--- config.mk ---
export PLATFORM = sky130hd
export DESIGN_NAME = modport_dut
export DESIGN_NICKNAME = d
export VERILOG_FILES = /design/src/rtl/modport_dut.sv
export SDC_FILE = /design/constraint.sdc
export NUM_CORES = 1
export LEC_CHECK = 0
export CAP_MARGIN = 10
export CORE_UTILIZATION = 55
export CTS_BUF_LIST = sky130_fd_sc_hd__clkbuf_16
export DETAILED_ROUTE_END_ITERATION = 7
export PLACE_DENSITY = 0.74
export SLEW_MARGIN = 20
export SYNTH_ARGS = -nofsm -noshare
export SYNTH_HDL_FRONTEND = slang
export SYNTH_SLANG_ARGS = --single-unit
--- constraint.sdc ---
create_clock -name clk -period 74.4 [get_ports clk]
set_input_delay 11.16 -clock clk [delete_from_list [all_inputs] [get_ports clk]]
set_output_delay 11.16 -clock clk [all_outputs]
set_load 0.02 [all_outputs]
--- src/rtl/modport_dut.sv ---
// Six-channel square-law NMOS figure-of-merit calculator with sort-and-select.
// Evaluates I or gm per device, ranks them, and registers a weighted sum of three.
module modport_dut (
   input  logic       clk,
   input  logic       reset,
   input  logic [2:0] W_0,
   input  logic [2:0] W_1,
   input  logic [2:0] W_2,
   input  logic [2:0] W_3,
   input  logic [2:0] W_4,
   input  logic [2:0] W_5,
   input  logic [2:0] V_GS_0,
   input  logic [2:0] V_GS_1,
   input  logic [2:0] V_GS_2,
   input  logic [2:0] V_GS_3,
   input  logic [2:0] V_GS_4,
   input  logic [2:0] V_GS_5,
   input  logic [2:0] V_DS_0,
   input  logic [2:0] V_DS_1,
   input  logic [2:0] V_DS_2,
   input  logic [2:0] V_DS_3,
   input  logic [2:0] V_DS_4,
   input  logic [2:0] V_DS_5,
   input  logic [1:0] mode,
   input  logic       valid,
   output logic [9:0] out_n
);

   localparam int unsigned N_DEV  = 6;
   localparam int unsigned IN_W   = 3;
   localparam int unsigned VAL_W  = 7;
   localparam int unsigned PROD_W = 9;
   localparam int unsigned OUT_W  = 10;

   logic [IN_W-1:0]  w_arr   [N_DEV];
   logic [IN_W-1:0]  vgs_arr [N_DEV];
   logic [IN_W-1:0]  vds_arr [N_DEV];
   logic [VAL_W-1:0] n_val   [N_DEV];
   logic [VAL_W-1:0] srt     [N_DEV];
   logic [VAL_W-1:0] swap_tmp;
   logic [VAL_W-1:0] sel_a;
   logic [VAL_W-1:0] sel_b;
   logic [VAL_W-1:0] sel_c;
   logic [OUT_W-1:0] result_c;

   // Gather the flat device ports into indexable arrays.
   always_comb begin
      w_arr[0]   = W_0;    w_arr[1]   = W_1;    w_arr[2]   = W_2;
      w_arr[3]   = W_3;    w_arr[4]   = W_4;    w_arr[5]   = W_5;
      vgs_arr[0] = V_GS_0; vgs_arr[1] = V_GS_1; vgs_arr[2] = V_GS_2;
      vgs_arr[3] = V_GS_3; vgs_arr[4] = V_GS_4; vgs_arr[5] = V_GS_5;
      vds_arr[0] = V_DS_0; vds_arr[1] = V_DS_1; vds_arr[2] = V_DS_2;
      vds_arr[3] = V_DS_3; vds_arr[4] = V_DS_4; vds_arr[5] = V_DS_5;
   end

   // Square-law device: sel_i=1 gives drain current, 0 gives transconductance.
   function automatic logic [VAL_W-1:0] fom(
      input logic [IN_W-1:0] w,
      input logic [IN_W-1:0] vgs,
      input logic [IN_W-1:0] vds,
      input logic            sel_i
   );
      logic [IN_W-1:0]   vov;
      logic [PROD_W-1:0] term;
      logic [PROD_W-1:0] prod;
      vov  = (vgs == 3'd0) ? 3'd0 : vgs - 3'd1;
      term = '0;
      if (vov != 3'd0) begin
         if (vov > vds) begin
            // Triode: the subtraction cannot underflow because vov > vds.
            if (sel_i)
               term = PROD_W'(2) * PROD_W'(vov) * PROD_W'(vds) - PROD_W'(vds) * PROD_W'(vds);
            else
               term = PROD_W'(2) * PROD_W'(vds);
         end else begin
            if (sel_i)
               term = PROD_W'(vov) * PROD_W'(vov);
            else
               term = PROD_W'(2) * PROD_W'(vov);
         end
      end
      prod = PROD_W'(w) * term;
      return VAL_W'(prod / PROD_W'(3));
   endfunction

   always_comb begin
      for (int unsigned k = 0; k < N_DEV; k++)
         n_val[k] = fom(w_arr[k], vgs_arr[k], vds_arr[k], mode[0]);
   end

   // Odd-even transposition sort, descending; N_DEV stages fully sort N_DEV values.
   always_comb begin
      swap_tmp = '0;
      srt      = n_val;
      for (int unsigned st = 0; st < N_DEV; st++) begin
         for (int unsigned i = st % 2; i + 1 < N_DEV; i += 2) begin
            if (srt[i] < srt[i+1]) begin
               swap_tmp = srt[i];
               srt[i]   = srt[i+1];
               srt[i+1] = swap_tmp;
            end
         end
      end
   end

   // Pick the top or bottom three and form the weighted result.
   always_comb begin
      sel_a = mode[1] ? srt[0] : srt[3];
      sel_b = mode[1] ? srt[1] : srt[4];
      sel_c = mode[1] ? srt[2] : srt[5];
      if (mode[0])
         result_c = OUT_W'(3) * OUT_W'(sel_a) + OUT_W'(4) * OUT_W'(sel_b)
                  + OUT_W'(5) * OUT_W'(sel_c);
      else
         result_c = OUT_W'(sel_a) + OUT_W'(sel_b) + OUT_W'(sel_c);
   end

   always_ff @(posedge clk) begin
      if (reset)
         out_n <= '0;
      else if (valid)
         out_n <= result_c;
   end

endmodule

==> impl_metrics.yaml <==
yosys:
  syn_inst: 3508
  syn-cell-area_um2: 24200
  synth_compound_area_share_pct: 32.2
  ys_types: 136
  yosysWarnings: 0
  synth-xor-area-share_pct: 5.06
  muxShareOfSynthArea_pct: 7.35
  yosys_most_used_dff: "dfxtp_1"
  synthAdderAreaFrac_pct: 22.0
  synth-edff-count: 0
  syn_avg_cell_area_um2: 6.91
  syn_nets: 3944
  synth_simple_gate_area_share_pct: 24.7
  synth_top_family_by_area: "compound AO/OA/AOI/OAI gates"
  async_flop_share_pct: 0
  yosysSeqAreaShare_pct: 0.826
  yosys_register_bits: 10
cells_and_area:
  largest_reg_flops: 10
  final_layout_size_suffix_gt1_share_pct: 5.99
  largest_registers: "out_n (10)"
  area_growth_pct: 4.31
  layout.nets: 3893
  regMostFlops: "out_n"
  num_antenna_cells: 0
clocking:
  clk_pin_slew_ns: 0.04
  cts.repair.resized: 0
  clk-insertion-delay-late_ns: 0.24
  cts_setup_buffers: 0
  cts_buffer_depth: 2
  tritoncts: "done"
  root_buffer: "clkbuf_16"
  htreeDepth: 1
  postCtsHoldBufs: 0
  cts-buffers-inserted: 3
  cts_sinks: 10
global_route:
  grt_pass1_wl_mm: 115
  grt_use_total_pct: 29.5
  grt_pass1_vias: 24643
  gr-total-overflow: 0
  grt_max_degree: 61
  antenna_found_initial: 0
flow_run:
  cap_viol_max_count: 0
worst_setup_path:
  crit_fanout: 19
  arrival_ns: 37.23
  path_class: "in2reg"
  cp_data_required_time_ns: 74.57
  cpMostUsedCell: "ha_1"
  crit_path_end_kind: "flop"
  slowest_stage: "a211oi_4"
  worstSetupStartpointType: "input port"
  max_stage_delay_ns: 0.70
sta:
  skew_ns: 0
  setup_tns_ns: 0
  min_period_ns: 37.06
  rsz0062_at_grt: "false"
  fmax_mhz: 27.0
  relSlewSlack_pct: 26.4
  finalMaxSlewViolations: 0
  worst_pin_slew_ns: 1.10
  hold_violations: 0
  setup_viol: 0
  post-route-period-util_pct: 49.8
drt:
  dr.pass1.iters: 8
  drt-met1-wl_mm: 29.8
  vias: 26030
  met3_length_mm: 3.49
  post_drt_wl_per_cell_um: 16.8
  viasPerCell: 6.44
  drtIter0Drc: 2395
  wl_mm: 67.7
  ant_nets: 0
  drc: 0
  wl_met2_mm: 32.7
  top_layer_used: "met4"
placement:
  dp_hpwl_mm: 54.6
  numPortBuffers: 68
  gp_congestion: 0.972
hold_path:
  hp-class: "reg2reg"
floorplanning:
  die_area_um2: 44900
  die_h_um: 212
  num_io_pins: 69
  die_w_um: 212
  num_rows: 76
  initial_core_util_pct: 56.0
  core_um2: 43300
outcome:
  status: "complete, no violations"
==> placed cells by master (no fill, tap or decap), drive strengths merged, types with 22 or more instances in the layout <==
cell type / netlist / layout
a211oi: 68 / 68
a21o: 61 / 61
a21oi: 241 / 241
a31oi: 48 / 48
and2: 63 / 63
and3: 39 / 39
buf: 52 / 23
clkdlybuf4s50: 0 / 67
fa: 76 / 76
ha: 301 / 301
inv: 341 / 341
mux2: 45 / 45
mux2i: 112 / 112
nand2: 399 / 399
nand2b: 50 / 50
nand3: 87 / 87
nand4: 27 / 27
nor2: 310 / 310
nor2b: 23 / 23
nor3: 92 / 92
o211ai: 48 / 48
o21a: 49 / 49
o21ai: 216 / 216
o31ai: 22 / 22
or2: 37 / 37
or3: 24 / 24
xnor2: 96 / 96
xor2: 39 / 39
==> critical path: cells and delay by family <==
family | cells | cell delay, ns
simple gates | 22 | 4.55
xor+xnor | 3 | 0.61
fa+ha+maj | 18 | 6.52
mux | 7 | 2.63
buf+inv | 9 | 1.03
compound gates | 37 | 10.67
==> logic make-up after synthesis <==
group,count (synthesis)
simple gates,1239
compound gates,1089
buf+inv,491
fa+ha+maj,380
mux,163
xor+xnor,136
flops,10
==> final timing paths <==
path | start | endpoint | slack, ns | cells past startpoint
setup / recovery | V_GS_3[0] | out_n[9]$_SDFFE_PP0P_ | 37.34 | 96
hold / removal | out_n[9]$_SDFFE_PP0P_ | out_n[9]$_SDFFE_PP0P_ | 0.48 | 2
setup reg to reg | out_n[4]$_SDFFE_PP0P_ | out_n[4]$_SDFFE_PP0P_ | 73.63 | 2
hold reg to reg | out_n[9]$_SDFFE_PP0P_ | out_n[9]$_SDFFE_PP0P_ | 0.48 | 2
==> routing by layer <==
layer / track usage [%] / vias to the layer above
li1: - / 12709
met4: 7.97 / 0
met5: 0 / -
met3: 1.77 / 174
met1: 37.4 / 12136
met2: 53.4 / 1011
==> cell usage after synthesis (all sizes together), types with 11 or more instances <==
master / number / area, µm²
a31oi: 48 / 340
a211o: 20 / 175
nand2b: 50 / 313
o2111ai: 18 / 164
xnor2: 96 / 863
and2: 63 / 399
a21oi: 241 / 1240
o21a: 49 / 369
nand3b: 12 / 90.1
nor2b: 23 / 144
nand2: 399 / 1500
buf: 52 / 274
a221oi: 17 / 166
mux2: 45 / 518
a31o: 16 / 140
o211a: 16 / 160
inv: 341 / 1280
o221ai: 19 / 173
ha: 301 / 3770
a22oi: 17 / 128
a311oi: 17 / 149
o31ai: 22 / 184
a21o: 61 / 458
nand3: 87 / 440
a211oi: 68 / 543
o21ai: 216 / 1110
o2111a: 11 / 124
fa: 76 / 1520
a32oi: 12 / 120
nor2: 310 / 1180
mux2i: 112 / 1130
or2: 37 / 231
and3: 39 / 244
nand4: 27 / 169
nor3: 92 / 480
o21bai: 14 / 109
clkbuf: 94 / 353
a2111oi: 19 / 249
nor3b: 17 / 133
nor4: 18 / 125
xor2: 39 / 342
o211ai: 48 / 385
or3: 24 / 150
a221o: 13 / 130
o22ai: 19 / 119
==> metrics by stage <==
step / hold slack (ns) / utilization (%) / setup slack, ns / instance area [µm²] / std cells
global placement: 0.465 / 58.2 / 37.82 / 25200 / 4037
global route: 0.504 / 58.4 / 35.27 / 25300 / 4041
finish: 0.481 / 58.4 / 37.34 / 25300 / 4041
floorplan: 0.544 / - / 40.81 / 24200 / 3508
detailed placement: 0.472 / 58.2 / 37.29 / 25200 / 4037
CTS: 0.481 / 58.4 / 37.44 / 25300 / 4041
==> area by class of cell <==
class / count / area (µm²)
clock buffer: 3 / 75.1
fill: 4046 / 18000
tap: 585 / 732
inverter: 345 / 1290
timing repair buffer: 90 / 841
multi-input combinational: 3007 / 22100
sequential: 10 / 200
clock inverter: 1 / 3.75
Power is left out: the tool's default activity adds up to more than one toggle a clock period on the data nets, which glitch-free logic cannot reach.
